--- config.mk ---
export PLATFORM = sky130hd
export DESIGN_NAME = ex_muldiv_sequencer
export DESIGN_NICKNAME = d
export VERILOG_FILES = /design/src/rtl/ex_muldiv_sequencer.sv
export SDC_FILE = /design/constraint.sdc
export NUM_CORES = 1
export LEC_CHECK = 0
export CORE_MARGIN = 2
export CORE_UTILIZATION = 40
export DETAILED_ROUTE_END_ITERATION = 12
export PLACE_DENSITY_LB_ADDON = 0.15
export REMOVE_ABC_BUFFERS = 1
export SYNTH_ARGS = -nofsm -noshare
export SYNTH_HDL_FRONTEND = slang
export SYNTH_SLANG_ARGS = --single-unit
--- constraint.sdc ---
create_clock -name clk -period 3.8 [get_ports clk]
set_clock_uncertainty 0.05 [all_clocks]
set_input_delay 0.38 -clock clk [delete_from_list [all_inputs] [get_ports clk]]
set_output_delay 0.38 -clock clk [all_outputs]
set_load 0.005 [all_outputs]
--- src/rtl/ex_muldiv_sequencer.sv ---
// Iterative EX-stage multiply/divide/modulus sequencer: one bit per cycle, stalls the pipeline until MD_Result is ready.
// Optional feature macro: MD_SIGNED_EN (two's-complement Div/Mod; Mul is sign-agnostic in its low half).
module ex_muldiv_sequencer #(
    parameter int XLEN = 32
) (
    input  logic            clk,
    input  logic            rst_n,
    input  logic            EX_valid,
    input  logic            EX_flush,
    input  logic [21:9]     ALU_Signals,
    input  logic [XLEN-1:0] Operand_EX_A,
    input  logic [XLEN-1:0] Operand_EX_B,
    output logic            EX_stall,
    output logic            MD_busy,
    output logic            MD_done,
    output logic [XLEN-1:0] MD_Result
);

    localparam int CW = $clog2(XLEN + 1);

    typedef enum logic [1:0] {
        S_IDLE,
        S_CALC,
        S_FIX,
        S_DONE
    } state_t;

    typedef enum logic [1:0] {
        OP_MUL,
        OP_DIV,
        OP_MOD
    } op_t;

    state_t          state_reg, state_next;
    op_t             op_reg, op_next;
    logic [CW-1:0]   count_reg, count_next;
    // acc: product accumulator (Mul) or partial remainder (Div/Mod)
    logic [XLEN-1:0] acc_reg, acc_next;
    // a: multiplicand (Mul) or dividend shifting into quotient (Div/Mod)
    logic [XLEN-1:0] a_reg, a_next;
    // b: multiplier (Mul) or divisor (Div/Mod)
    logic [XLEN-1:0] b_reg, b_next;
    logic [XLEN-1:0] result_reg, result_next;
    logic            busy_reg;

    logic            alu_basic;
    logic            md_req;
    logic            start;
    op_t             start_op;
    logic            div_by_zero;
    logic [XLEN-1:0] a_load;
    logic [XLEN-1:0] b_load;
    logic [XLEN:0]   rem_shift;
    logic [XLEN:0]   rem_diff;
    logic            rem_ge;
    logic [XLEN-1:0] quot_fix;
    logic [XLEN-1:0] rem_fix;
    logic [XLEN-1:0] fix_value;
    logic            unused_alu_bits;

    assign unused_alu_bits = ^ALU_Signals[21:15];

    // Add/Sub/Cmp win over the multi-cycle ops
    assign alu_basic = |ALU_Signals[11:9];
    assign md_req    = |ALU_Signals[14:12];
    assign start     = EX_valid && !alu_basic && md_req;

    always_comb begin
        start_op = OP_MOD;
        if (ALU_Signals[12]) begin
            start_op = OP_MUL;
        end else if (ALU_Signals[13]) begin
            start_op = OP_DIV;
        end
    end

    assign div_by_zero = (start_op != OP_MUL) && (Operand_EX_B == '0);

`ifdef MD_SIGNED_EN
    logic sign_a_reg, sign_a_next;
    logic sign_b_reg, sign_b_next;
    logic in_sign_a;
    logic in_sign_b;

    assign in_sign_a = (start_op != OP_MUL) && Operand_EX_A[XLEN-1];
    assign in_sign_b = (start_op != OP_MUL) && Operand_EX_B[XLEN-1];
    assign a_load    = in_sign_a ? -Operand_EX_A : Operand_EX_A;
    assign b_load    = in_sign_b ? -Operand_EX_B : Operand_EX_B;
    // Truncation toward zero: quotient sign is the XOR, remainder follows the dividend
    assign quot_fix  = (sign_a_reg ^ sign_b_reg) ? -a_reg : a_reg;
    assign rem_fix   = sign_a_reg ? -acc_reg : acc_reg;
`else
    assign a_load    = Operand_EX_A;
    assign b_load    = Operand_EX_B;
    assign quot_fix  = a_reg;
    assign rem_fix   = acc_reg;
`endif

    // Restoring-division step: bring in the next dividend bit, trial-subtract the divisor
    assign rem_shift = {acc_reg, a_reg[XLEN-1]};
    assign rem_diff  = rem_shift - {1'b0, b_reg};
    assign rem_ge    = (rem_shift >= {1'b0, b_reg});

    always_comb begin
        fix_value = acc_reg;
        case (op_reg)
            OP_DIV:  fix_value = quot_fix;
            OP_MOD:  fix_value = rem_fix;
            default: fix_value = acc_reg;
        endcase
    end

    always_comb begin
        state_next  = state_reg;
        op_next     = op_reg;
        count_next  = count_reg;
        acc_next    = acc_reg;
        a_next      = a_reg;
        b_next      = b_reg;
        result_next = result_reg;
`ifdef MD_SIGNED_EN
        sign_a_next = sign_a_reg;
        sign_b_next = sign_b_reg;
`endif
        case (state_reg)
            S_IDLE: begin
                if (start && !EX_flush) begin
                    op_next = start_op;
`ifdef MD_SIGNED_EN
                    sign_a_next = in_sign_a;
                    sign_b_next = in_sign_b;
`endif
                    if (div_by_zero) begin
                        result_next = (start_op == OP_DIV) ? '1 : Operand_EX_A;
                        state_next  = S_DONE;
                    end else begin
                        count_next = CW'(XLEN);
                        acc_next   = '0;
                        a_next     = a_load;
                        b_next     = b_load;
                        state_next = S_CALC;
                    end
                end
            end
            S_CALC: begin
                if (EX_flush) begin
                    state_next = S_IDLE;
                end else begin
                    if (op_reg == OP_MUL) begin
                        if (b_reg[0]) begin
                            acc_next = acc_reg + a_reg;
                        end
                        a_next = a_reg << 1;
                        b_next = b_reg >> 1;
                    end else if (rem_ge) begin
                        acc_next = rem_diff[XLEN-1:0];
                        a_next   = {a_reg[XLEN-2:0], 1'b1};
                    end else begin
                        acc_next = rem_shift[XLEN-1:0];
                        a_next   = {a_reg[XLEN-2:0], 1'b0};
                    end
                    count_next = count_reg - CW'(1);
                    if (count_reg == CW'(1)) begin
                        state_next = S_FIX;
                    end
                end
            end
            S_FIX: begin
                if (EX_flush) begin
                    state_next = S_IDLE;
                end else begin
                    result_next = fix_value;
                    state_next  = S_DONE;
                end
            end
            default: begin
                state_next = S_IDLE;
            end
        endcase
    end

    always_ff @(posedge clk or negedge rst_n) begin
        if (!rst_n) begin
            state_reg  <= S_IDLE;
            op_reg     <= OP_MUL;
            count_reg  <= '0;
            acc_reg    <= '0;
            a_reg      <= '0;
            b_reg      <= '0;
            result_reg <= '0;
            busy_reg   <= 1'b0;
        end else begin
            state_reg  <= state_next;
            op_reg     <= op_next;
            count_reg  <= count_next;
            acc_reg    <= acc_next;
            a_reg      <= a_next;
            b_reg      <= b_next;
            result_reg <= result_next;
            busy_reg   <= (state_next != S_IDLE);
        end
    end

`ifdef MD_SIGNED_EN
    always_ff @(posedge clk or negedge rst_n) begin
        if (!rst_n) begin
            sign_a_reg <= 1'b0;
            sign_b_reg <= 1'b0;
        end else begin
            sign_a_reg <= sign_a_next;
            sign_b_reg <= sign_b_next;
        end
    end
`endif

    // Reset gates the start term so the stall drops the moment rst_n falls
    assign EX_stall  = rst_n && !EX_flush &&
                       (((state_reg == S_IDLE) && start) ||
                        (state_reg == S_CALC) || (state_reg == S_FIX));
    assign MD_done   = (state_reg == S_DONE) && !EX_flush;
    assign MD_busy   = busy_reg;
    assign MD_Result = result_reg;

endmodule

After elaboration in Yosys (flattened, before gate mapping)
Cells that the tools add are included.
W data, S select, Z words.
- bits in registers: 139
- bits in latches: 0
- RAM bits: 0
- memory bits (read-only): 0
- output and inout bits: 35
- memories kept: 0
- add/sub/neg operators: 3
- multipliers: 0
- div/mod/pow operators: 0
- $lt $le $gt $ge: 1
- eq/ne operators: 13
- shift operators: 0
- multiplexer cells: 36
- bitwise gates (word level): 0
- reductions and logical operators: 26
- operators by type and width (cell ; count):
    $mux W32 ; 18
    $pmux W32 S2 ; 4
    $ge A33 B32 Y1 ; 1
    $add A32 B32 Y32 ; 1
    $logic_not A32 Y1 ; 1
    $sub A32 B32 Y32 ; 1
    $mux W6 ; 3
    $mux W2 ; 7
    $ne A2 B2 Y1 const B ; 6
    $pmux W6 S2 ; 1
    $reduce_and A5 Y1 ; 2
    $logic_and A1 B1 Y1 ; 8
    $reduce_and A4 Y1 ; 2
    $reduce_bool A2 Y1 ; 4
    $eq A2 B1 Y1 const B ; 3
    $eq A6 B1 Y1 const B ; 1
    $pmux W2 S3 ; 1
    $reduce_or A3 Y1 ; 2
    $sub A6 B1 Y6 const B ; 1
    $eq A2 B2 Y1 const B ; 2
    $logic_not A2 Y1 ; 2
    $ne A3 B3 Y1 const B ; 1
    $logic_not A1 Y1 ; 2
    $logic_or A1 B1 Y1 ; 2
    other kinds (2) ; 3

Depth between registers and ports, before layout
Gate-level depths: netlist of run 1.
- word-level depth: 8
- mapped depth: 14

Worst setup path before layout of run 1
OpenSTA, ideal clock, no wires.
- kind: register to register
- from: reg acc_reg[6]
- to: reg acc_reg[24]
- arrival: 2.583 ns
- setup slack: 1.041 ns
- stages on the path, launching flop included: 13
- buffers on the path: 2
- clock period less this slack: 2.759 ns
- cells stage by stage: dfrtp_1 ha_1 buf_2 nand2_2 o211a_1 or3b_1 nand2_2 o21ai_2 o21ba_1 buf_6 and2_4 a22o_1 a221o_1
- word-level cells in the longest chain between the ends: 5
- RTL lines (item ; line ; source):
    start: declaration ; 38 ; logic [XLEN-1:0] acc_reg, acc_next;
    start signal: assignment ; 196 ; acc_reg <= acc_next;
    $sub A32 B32 Y32, or another cell as far along ; 101 ; assign rem_diff = rem_shift - {1'b0, b_reg};
    $mux W32 (on tied branches) ; 155, 150 ;
    $mux W32 * ; 149 ; if (op_reg == OP_MUL) begin
    $mux W32 * ; 146 ; if (EX_flush) begin
    $pmux W32 S2 * ; 125 ; case (state_reg)
Every way passes the cells marked *; elsewhere a longest branch is shown, timed or not. The select of a mux whose other input is x is not followed.
A chain may end at the register's enable or synchronous reset.

Final worst setup path of run 1
- from: reg acc_reg[1]
- to: reg acc_reg[25]
The elaborated chain is that of the path after synthesis.

==> impl_results.rst, run 1 <==
.. list-table::
   :header-rows: 1

   * - Metric
     - Value
   * - Run status
     - completed
   * - DRC errors left
     - 0
   * - Final ANT Viol Nets
     - 0
   * - Clock Tree Root
     - clkbuf_16
   * - Core region area
     - ~25,000 um^2
   * - Final net count
     - 1,521
   * - Growth of design area from synthesis to finish
     - 19.8%
   * - Ys flop type
     - dfrtp_1
   * - Worst Setup End Kind
     - flip-flop
   * - Cell chain of the critical path
     - ha_1 > a211oi_1 > nor4_1 > nor2_1 > a21oi_1 > a311oi_1 > o21a_1 > o21ai_0 > xnor2_1 > o221ai_1
   * - Most frequent cells in the layout
     - nor2_1, a21oi_1, dfrtp_1, clkdlybuf4s50_1, o21ai_0
   * - Worst-case clock buffer depth
     - 2
   * - WP data arrival
     - 3.53 ns
   * - Clock power share
     - approximately 17%
   * - Wire length of the first global-routing pass
     - 49,600 um
   * - Fraction of the yosys area taken by sequential cells
     - 33.6%
   * - Starting density of the core
     - 40.9%
   * - Combinational share of power
     - 56.7%
   * - HPWL after DPL
     - 22,600 um
   * - Post-Syn Area per Cell
     - 7.96 um^2
   * - Post-DR wirelength/cell
     - around 18 um
   * - Number of cells upsized or downsized after cts
     - 0
   * - Sinks on Clock Net
     - 139
   * - Maximum number of pins on one net before global-route repair
     - 72
   * - Drt first pass iters
     - 6
   * - Flop2flop setup slack
     - just under 0.5 ns
   * - Switching Power
     - 0.00452 W
   * - Vias in the first global route
     - 9,214
   * - Sequential share of power
     - between 20 and 30%
   * - DIE HEIGHT
     - 165 um
   * - Layout filler cell count
     - approximately 2,500
   * - Post-synthesis async set-or-reset flop share
     - 100%
   * - Cell with the largest stage delay on the worst path
     - a311oi_1
   * - Highest ir drop seen on vdd
     - between 0.3 and 0.4 mV
   * - Netlist area before placement
     - 10,400 um^2
   * - Post-detailed-placement cell area
     - 11,800 um^2
   * - Full die area
     - 27,200 um^2
   * - Hold Vio Cnt, Final
     - 0
   * - Final max-slew violation count
     - 0
   * - Path depth of the worst reg2reg path
     - 10
   * - Via density per instance
     - 5.68
   * - Die boundary width
     - approximately 160 um
   * - GP Congestion
     - approximately 0.9
   * - Crit path max fanout
     - 6
   * - Inserted Clock Buffers
     - 17
   * - Fin worst setup slack
     - 0.490 ns
   * - Fraction of final layout cells with drive strength greater than 1
     - just under 8%
   * - Maximum frequency from static timing analysis
     - a little over 300 MHz
   * - Utilization after layout
     - 49.0%
   * - Setup-failing EPs final
     - 0
   * - Hold/Removal Path Class
     - in -> async
   * - Antenna violations before repair
     - 0
   * - Number of top-level pins
     - around 120
   * - Final worst-path cycle share
     - 87.1%
   * - Leak
     - 5.51 nW
   * - Critical Path Start Type
     - flip-flop
   * - Slew of the pin with the lowest slew margin
     - 1.02 ns
   * - Max H-tree Level
     - 4
   * - GRT Util Overall
     - 23.2%
   * - Shortest clock period the worst path allows after layout
     - 3.31 ns
   * - Number of enable-type register cells in the synthesized netlist
     - 0
   * - Clock latency on the worst-skew pair
     - roughly 0.43 ns
   * - Class of the most critical setup path
     - reg -> reg
   * - Reg2reg start
     - acc_reg[1]
   * - Max-capacitance violation count
     - 0
   * - Switching share of power
     - between 40% and 50%
   * - Post-layout instance area
     - 12,400 um^2
   * - Total length of routed wires
     - about 31,000 um
   * - Clock transition at the registers of the reported paths
     - ~0.07 ns
   * - Most common library cell in the layout ignoring fill and taps
     - nor2_1
   * - Power density of the placed cells
     - 811 nW/um^2
   * - Internal power consumption
     - 0.00554 W
   * - Critical Path RT
     - 4.02 ns
   * - Maximum cell stage delay along the critical path
     - approximately 0.53 ns
   * - Drt first-iter violations
     - 740
   * - Via count
     - 9,742
   * - Syn. warnings
     - 0
   * - Number of flip-flops and latches in the synthesized netlist
     - 139
   * - Setup repair after global routing missed its margin
     - false
   * - Worst slew slack as a fraction of its limit
     - 31.9%
   * - Count of input and output buffers
     - 108
   * - CTS tree
     - done
   * - Setup_tns
     - 0 ns
   * - Synthesized netlist cell count
     - between 1,000 and 1,500
   * - Total power
     - 0.0101 W
   * - Total number of placement rows
     - 58
   * - GRT Residual Overflow
     - 0
   * - ANT cells
     - 0
   * - Unique cell type count in the Yosys netlist
     - 72
   * - Worst setup timing slack at the placement stage
     - 0.556 ns
   * - R2r endpoint
     - acc_reg[25]
critical path, delay by kind of cell, from the launching register on:
family                   cells  cell delay, ns
AO/OA/AOI/OAI                6            1.58
XOR/XNOR                     1            0.20
adder cells (fa/ha/maj)      1            0.35
flip-flops                   1            0.47
AND/OR/NAND/NOR              2            0.49
cell usage after synthesis (all sizes together) (9+ instances only):
master | count | area, um^2
a211oi | 11 | 82.6
a21o | 28 | 210
a21oi | 159 | 796
a22oi | 18 | 135
buf | 17 | 80.1
clkbuf | 62 | 234
dfrtp | 139 | 3480
ha | 65 | 813
inv | 47 | 176
mux2 | 33 | 372
nand2 | 100 | 380
nand3 | 23 | 115
nand4 | 14 | 87.6
nor2 | 196 | 738
nor3 | 12 | 60.1
nor4 | 14 | 93.8
o211ai | 11 | 82.6
o21a | 9 | 67.6
o21ai | 107 | 539
o21bai | 10 | 75.1
o22ai | 66 | 413
xnor2 | 30 | 263
xor2 | 27 | 236
layout make-up:
type	instances	area, um^2	area share [%]
well taps	330	413	3.33
flip-flops and latches	139	3480	28.0
inverters	47	176	1.42
clock inverters	14	173	1.39
clock buffers	18	429	3.46
repair buffers	133	1310	10.6
multi-input cells	1035	6420	51.8
repair_timing:
action | in CTS | in global routing
hold endpoints to repair | 12 | 0
hold buffers | 1 | 0
setup buffers | 0 | 0
kinds of logic (layout without fill, tap and decap cells):
kind of cell,Yosys count,in the layout,synth area share [%]
compound gates,466,466,27.0
fa+ha+maj,67,67,8.24
buf+inv,126,212,4.74
simple gates,404,404,17.2
mux,41,41,4.36
flops,139,139,33.6
xor+xnor,57,57,4.82
metal layers:
metal	vias to the layer above	routed length [um]	GRT usage (%)
met3	18	1250	2.86
met2	240	13400	36.0
met1	4629	15900	34.4
met4	0	257	5.73
li1	4855	-	-
met5	-	0	0
power by group through the flow:
| stage | combinational [W] | clock (W) | sequential (W) |
|---|---|---|---|
| global route | 0.00635 | 0.00184 | 0.00270 |
| CTS | 0.00567 | 0.00178 | 0.00261 |
| detailed placement | 0.00562 | 0 | 0.00263 |
| global placement | 0.00558 | 0 | 0.00261 |
| finish | 0.00570 | 0.00175 | 0.00261 |
| floorplan | 0.00414 | 0 | 0.00247 |
how the worst max path moves through the flow:
stage / from / to
after floorplan: ALU_Signals[10] / acc_reg[27]
after global placement: a_reg[0] / acc_reg[24]
after detailed placement: a_reg[0] / acc_reg[24]
after CTS: a_reg[0] / acc_reg[24]
after global routing: a_reg[0] / acc_reg[24]
final: acc_reg[1] / acc_reg[25]
stage by stage:
step,cells,hold WS (ns)
final,1716,0.283
after detailed placement,1683,0.170
after floorplan,1221,0.0344
after CTS,1716,0.282
after global routing,1716,0.293
after global placement,1683,0.169
No activity file was read; power rests on OpenSTA's default activity.
==> run 2, diff against run 1 <==
- CORE_UTILIZATION: 40 -> 25
==> run 2 against run 1 <==
Compared with the run above:
- die area is 58% higher
- sequential share of layout area is 0.81 points lower
- register-to-register slack worse by 0.15 ns
- wire length is 11% higher
- via count is 2.5% lower
- design area is 3.0% higher
- sequential power hardly changed
- largest power group unchanged
- critical path depth is 1 higher
==> impl_results.rst, run 2 (same netlist as run 1, synthesis figures left out) <==
.. list-table::
   :header-rows: 1

   * - Metric
     - Value
   * - Hold Vio Cnt, Final
     - 0
   * - Setup repair after global routing missed its margin
     - false
   * - Worst Setup End Kind
     - flip-flop
   * - Run status
     - completed
   * - Antenna violations before repair
     - 0
   * - Setup-failing EPs final
     - 0
   * - Most common library cell in the layout ignoring fill and taps
     - nor2_1
   * - DRC errors left
     - 0
   * - Wire length of the first global-routing pass
     - 55,300 um
   * - Critical Path RT
     - ~4.1 ns
   * - Critical Path Start Type
     - flip-flop
   * - Fraction of final layout cells with drive strength greater than 1
     - 8.00%
   * - Final max-slew violation count
     - 0
   * - Met1 Wirelength
     - 18,200 um
   * - Max H-tree Level
     - 4
   * - Maximum frequency from static timing analysis
     - 289 MHz
   * - GP Congestion
     - between 0.8 and 0.9
   * - Final worst-path cycle share
     - about nine tenths
   * - Total number of placement rows
     - 74
   * - DIE HEIGHT
     - between 200 and 250 um
   * - Class of the most critical setup path
     - reg -> reg
   * - Reg2reg start
     - a_reg[0]
   * - Die boundary width
     - around 210 um
   * - Placed insts
     - 1,888
   * - Uppermost layer routed
     - met4
   * - Final ANT Viol Nets
     - 0
   * - Most frequent cells in the layout
     - nor2_1, a21oi_1, dfrtp_1, clkdlybuf4s50_1, o21ai_0
   * - Post-layout instance count excluding filler cells
     - between 1,500 and 2,000
   * - Clock Tree Root
     - clkbuf_16
   * - Final net count
     - 1,524
   * - Via density per instance
     - 4.95
   * - Post-DR wirelength/cell
     - ~18 um
   * - Vias in the first global route
     - ~9,600
   * - Leak
     - around 5.6 nW
   * - Clock transition at the registers of the reported paths
     - about 0.060 ns
   * - Flop2flop setup slack
     - between 0.3 and 0.4 ns
   * - Path depth of the worst reg2reg path
     - 11
   * - GRT Util Overall
     - 16.1%
   * - Count of input and output buffers
     - 108
   * - HPWL after DPL
     - roughly 26,000 um
   * - Worst-case clock buffer depth
     - 2
   * - Power density of the placed cells
     - a little over 800 nW/um^2
   * - Shortest clock period the worst path allows after layout
     - 3.46 ns
   * - Clock latency on the worst-skew pair
     - 0.45 ns
   * - Worst slew slack as a fraction of its limit
     - between 40% and 50%
   * - Drt first pass iters
     - 5
   * - Via count
     - 9,499
   * - Fin worst setup slack
     - 0.337 ns
   * - Inserted Clock Buffers
     - 17
   * - GRT Residual Overflow
     - 0
   * - Highest ir drop seen on vdd
     - 0.349 mV
   * - Worst setup timing slack at the placement stage
     - 0.481 ns
   * - Total power
     - a little over 0.01 W
   * - R2r endpoint
     - acc_reg[24]
   * - Utilization after layout
     - 31.3%
   * - CTS tree
     - done
   * - Drt first-iter violations
     - 466
   * - Slew of the pin with the lowest slew margin
     - 0.779 ns
   * - Post-layout instance area
     - 12,800 um^2
   * - Max-capacitance violation count
     - 0
   * - ANT cells
     - 0
   * - Growth of design area from synthesis to finish
     - 23.4%
   * - Total length of routed wires
     - 34,100 um
   * - Maximum number of pins on one net before global-route repair
     - 106
   * - WP data arrival
     - about 3.8 ns
   * - Number of top-level pins
     - 116
   * - Sinks on Clock Net
     - between 100 and 150
   * - Full die area
     - 43,100 um^2
   * - Number of cells upsized or downsized after cts
     - 0
   * - Core region area
     - a little over 40,000 um^2
   * - Met3 wirelength from detailed routing
     - 845 um
   * - Length of routed met2 wiring
     - 14,500 um
   * - Post-detailed-placement cell area
     - 12,100 um^2
   * - Crit path max fanout
     - 4
   * - Starting density of the core
     - 25.4%
   * - Hold/Removal Path Class
     - in -> async
run 2: area by class of cell:
cell class | count | area (um^2)
fill | 4381 | 28100
inverter | 47 | 176
tap | 532 | 666
clock inverter | 11 | 215
timing repair buffer | 136 | 1350
multi-input combinational | 1035 | 6420
clock buffer | 20 | 467
sequential | 139 | 3480
run 2: worst max path at each step:
stage                              to  cells past startpoint  slack, ns             from
after floorplan           acc_reg[27]                      9      -0.87  ALU_Signals[10]
after global placement    acc_reg[24]                     11       0.47         a_reg[0]
after detailed placement  acc_reg[24]                     11       0.48         a_reg[0]
after CTS                 acc_reg[24]                     11       0.47         a_reg[0]
after global routing      acc_reg[24]                     11       0.18         a_reg[0]
final                     acc_reg[24]                     11       0.34         a_reg[0]
run 2: critical path: stages (launching register included):
cell,delay [ns]
dfrtp_1,0.40
ha_1,0.23
fa_1,0.44
a211oi_1,0.31
o21ai_0,0.27
o21ai_0,0.48
a21oi_1,0.15
o21ai_0,0.24
nand2b_1,0.17
a21oi_1,0.20
xnor2_1,0.09
a221o_1,0.32
run 2: layer usage:
metal / GRT usage (%) / vias to the layer above
li1: - / 4861
met1: 24.0 / 4473
met2: 24.1 / 142
met3: 2.10 / 23
met4: 4.83 / 0
met5: 0 / -
run 2: timing repair:
item / 4_1_cts / 5_1_grt
hold buffers: 1 / 0
setup buffers: 0 / 0
hold endpoints to repair: 34 / 0
run 2: power by group:
group / internal [W] / leakage (nW) / total [W] / switching [W]
Combinational: 0.00248 / 3.51 / 0.00570 / 0.00322
Clock: 0.00128 / 0.332 / 0.00197 / 0.000689
Sequential: 0.00203 / 1.73 / 0.00262 / 0.000589
run 2: stage by stage:
stage          TNS, ns  hold WS, ns
6_report             0        0.350
5_1_grt              0        0.379
4_1_cts              0        0.342
3_5_place_dp         0        0.261
3_3_place_gp         0        0.269
2_1_floorplan   -28.07       0.0344
==> run 3, diff against run 2 <==
- PLACE_DENSITY: unset -> 0.46
- PLACE_DENSITY_LB_ADDON: 0.15 -> unset
==> run 3 against run 2 <==
Compared with the run above:
- worst hold slack lost 0.020 ns
- critical path depth is the same
- sequential share of layout area grew 0.14 points
- fmax shrank 1.7%
- critical endpoint unchanged
==> impl_results.rst, run 3 (same netlist as run 1, synthesis figures left out) <==
.. list-table::
   :header-rows: 1

   * - Metric
     - Value
   * - Final ANT Viol Nets
     - 0
   * - Clock transition at the registers of the reported paths
     - 0.07 ns
   * - Most frequent cell on the critical path
     - o21ai_0
   * - Most frequent cells in the layout
     - nor2_1, a21oi_1, dfrtp_1, clkdlybuf4s50_1, o21ai_0
   * - Drt first pass iters
     - 5
   * - Run status
     - completed
   * - Worst slew slack as a fraction of its limit
     - 53.6%
   * - Post-detailed-placement cell area
     - 12,100 um^2
   * - Setup repair after global routing missed its margin
     - false
   * - Count of input and output buffers
     - around 110
   * - Maximum frequency from static timing analysis
     - ~280 MHz
   * - Vias in the first global route
     - 9,658
   * - Drt first-iter violations
     - 563
   * - Final worst-path cycle share
     - 92.8%
   * - Hold Vio Cnt, Final
     - 0
   * - Starting density of the core
     - 25.4%
   * - Number of top-level pins
     - approximately 120
   * - Postcts setup bufs
     - 0
   * - CTS tree
     - done
   * - Clock Tree Root
     - clkbuf_16
   * - GRT Util Overall
     - between 15 and 20%
   * - Core region area
     - 40,800 um^2
   * - Maximum number of pins on one net before global-route repair
     - between 100 and 150
   * - Post-layout instance area
     - 12,700 um^2
   * - Combinational share of power
     - 56.6%
   * - DIE HEIGHT
     - 207 um
   * - Post-DR wirelength/cell
     - approximately 18 um
   * - Full die area
     - approximately 43,000 um^2
   * - Power density of the placed cells
     - 797 nW/um^2
   * - Cell with the largest stage delay on the worst path
     - o21ai_0
   * - Cell chain of the critical path
     - ha_1 > fa_1 > a211oi_1 > o21ai_0 > o21ai_0 > a21oi_1 > o21ai_0 > nand2b_1 > a21oi_1 > xnor2_1 > a221o_1
   * - Total length of routed wires
     - 34,000 um
   * - Critical Path RT
     - 4.08 ns
   * - Switching share of power
     - a little under half
   * - Class of the most critical setup path
     - reg -> reg
   * - Cts hold-fix bufs
     - 1
   * - Internal power consumption
     - 0.00551 W
   * - Antenna violations before repair
     - 0
   * - Die boundary width
     - between 200 and 250 um
   * - Max H-tree Level
     - 4
   * - Sequential share of power
     - 25.8%
   * - Via density per instance
     - 4.97
   * - Most common library cell in the layout ignoring fill and taps
     - nor2_1
   * - GRT Residual Overflow
     - 0
   * - Fraction of final layout cells with drive strength greater than 1
     - 8.13%
   * - Worst Setup End Kind
     - flip-flop
   * - Inserted Clock Buffers
     - 17
   * - Worst-case clock buffer depth
     - 2
   * - Final net count
     - about 1,500
   * - Crit path max fanout
     - 4
   * - Final max-slew violation count
     - 0
   * - WP data arrival
     - 3.80 ns
   * - Critical Path Start Type
     - flip-flop
   * - GP Congestion
     - 0.888
   * - Maximum cell stage delay along the critical path
     - 0.49 ns
   * - Max-capacitance violation count
     - 0
   * - Clock power share
     - between 15 and 20%
   * - Shortest clock period the worst path allows after layout
     - between 3 and 4 ns
   * - Switching Power
     - roughly 0.0046 W
   * - Leak
     - 5.54 nW
   * - Number of cells upsized or downsized after cts
     - 0
   * - Clock latency on the worst-skew pair
     - 0.44 ns
   * - Highest ir drop seen on vdd
     - 0.360 mV
   * - ANT cells
     - 0
   * - Setup-failing EPs final
     - 0
   * - Total number of placement rows
     - 74
   * - HPWL after DPL
     - roughly 26,000 um
   * - Hold/Removal Path Class
     - in -> async
   * - Slew of the pin with the lowest slew margin
     - 0.696 ns
   * - Worst-case hold slack
     - around 0.33 ns
   * - Via count
     - 9,549
   * - Wire length of the first global-routing pass
     - 55,400 um
   * - Growth of design area from synthesis to finish
     - 22.8%
   * - Sinks on Clock Net
     - 139
   * - DRC errors left
     - 0
==> run 3: final timing paths <==
path	from	end	slack [ns]	cells after the start
setup / recovery	a_reg[0]	acc_reg[24]	0.28	11
hold / removal	rst_n	b_reg[4]	0.33	2
setup reg to reg	a_reg[0]	acc_reg[24]	0.28	11
hold reg to reg	MD_Result[22]	MD_Result[22]	0.43	2
max in group asynchronous	rst_n	acc_reg[7]	2.39	3
min in group clk	MD_Result[22]	MD_Result[22]	0.43	2
==> run 3: power groups by stage <==
stage	clock network [W]	registers [W]	logic [W]
6_report	0.00178	0.00262	0.00573
3_5_place_dp	0	0.00265	0.00570
5_1_grt	0.00190	0.00271	0.00647
3_3_place_gp	0	0.00263	0.00568
2_1_floorplan	0	0.00247	0.00414
4_1_cts	0.00184	0.00262	0.00575
==> run 3: final cells by class <==
class,count,area (um^2)
inverters,47,176
clock inverters,14,159
multi-input cells,1035,6420
flip-flops and latches,139,3480
well taps,532,666
repair buffers,137,1370
fillers,4364,28100
clock buffers,18,439
==> run 3: worst max-delay path: cells and delay by family, from the launching register on <==
family / cells / cell delay (ns)
simple gates: 1 / 0.18
compound gates: 7 / 2.03
flops: 1 / 0.40
xor+xnor: 1 / 0.09
fa+ha+maj: 2 / 0.66
==> run 3: stage by stage <==
stage / TNS [ns] / total power, W / setup slack [ns] / cells / utilization (%)
CTS: 0 / 0.0102 / 0.442 / 1922 / 31.1
detailed placement: 0 / 0.00835 / 0.456 / 1889 / 29.6
global placement: 0 / 0.00831 / 0.501 / 1889 / 29.6
finish: 0 / 0.0101 / 0.275 / 1922 / 31.1
floorplan: -28.07 / 0.00661 / -0.867 / 1221 / -
global route: 0 / 0.0111 / 0.172 / 1922 / 31.1
==> run 3: layer usage <==
layer	routed length, um	vias to the layer above	GRT usage, %	share of wire (%)
met1	18200	4518	24.5	54
li1	-	4862	-	-
met5	0	-	0	0
met4	542	0	4.29	1.6
met3	868	29	1.91	2.6
met2	14400	140	23.5	42
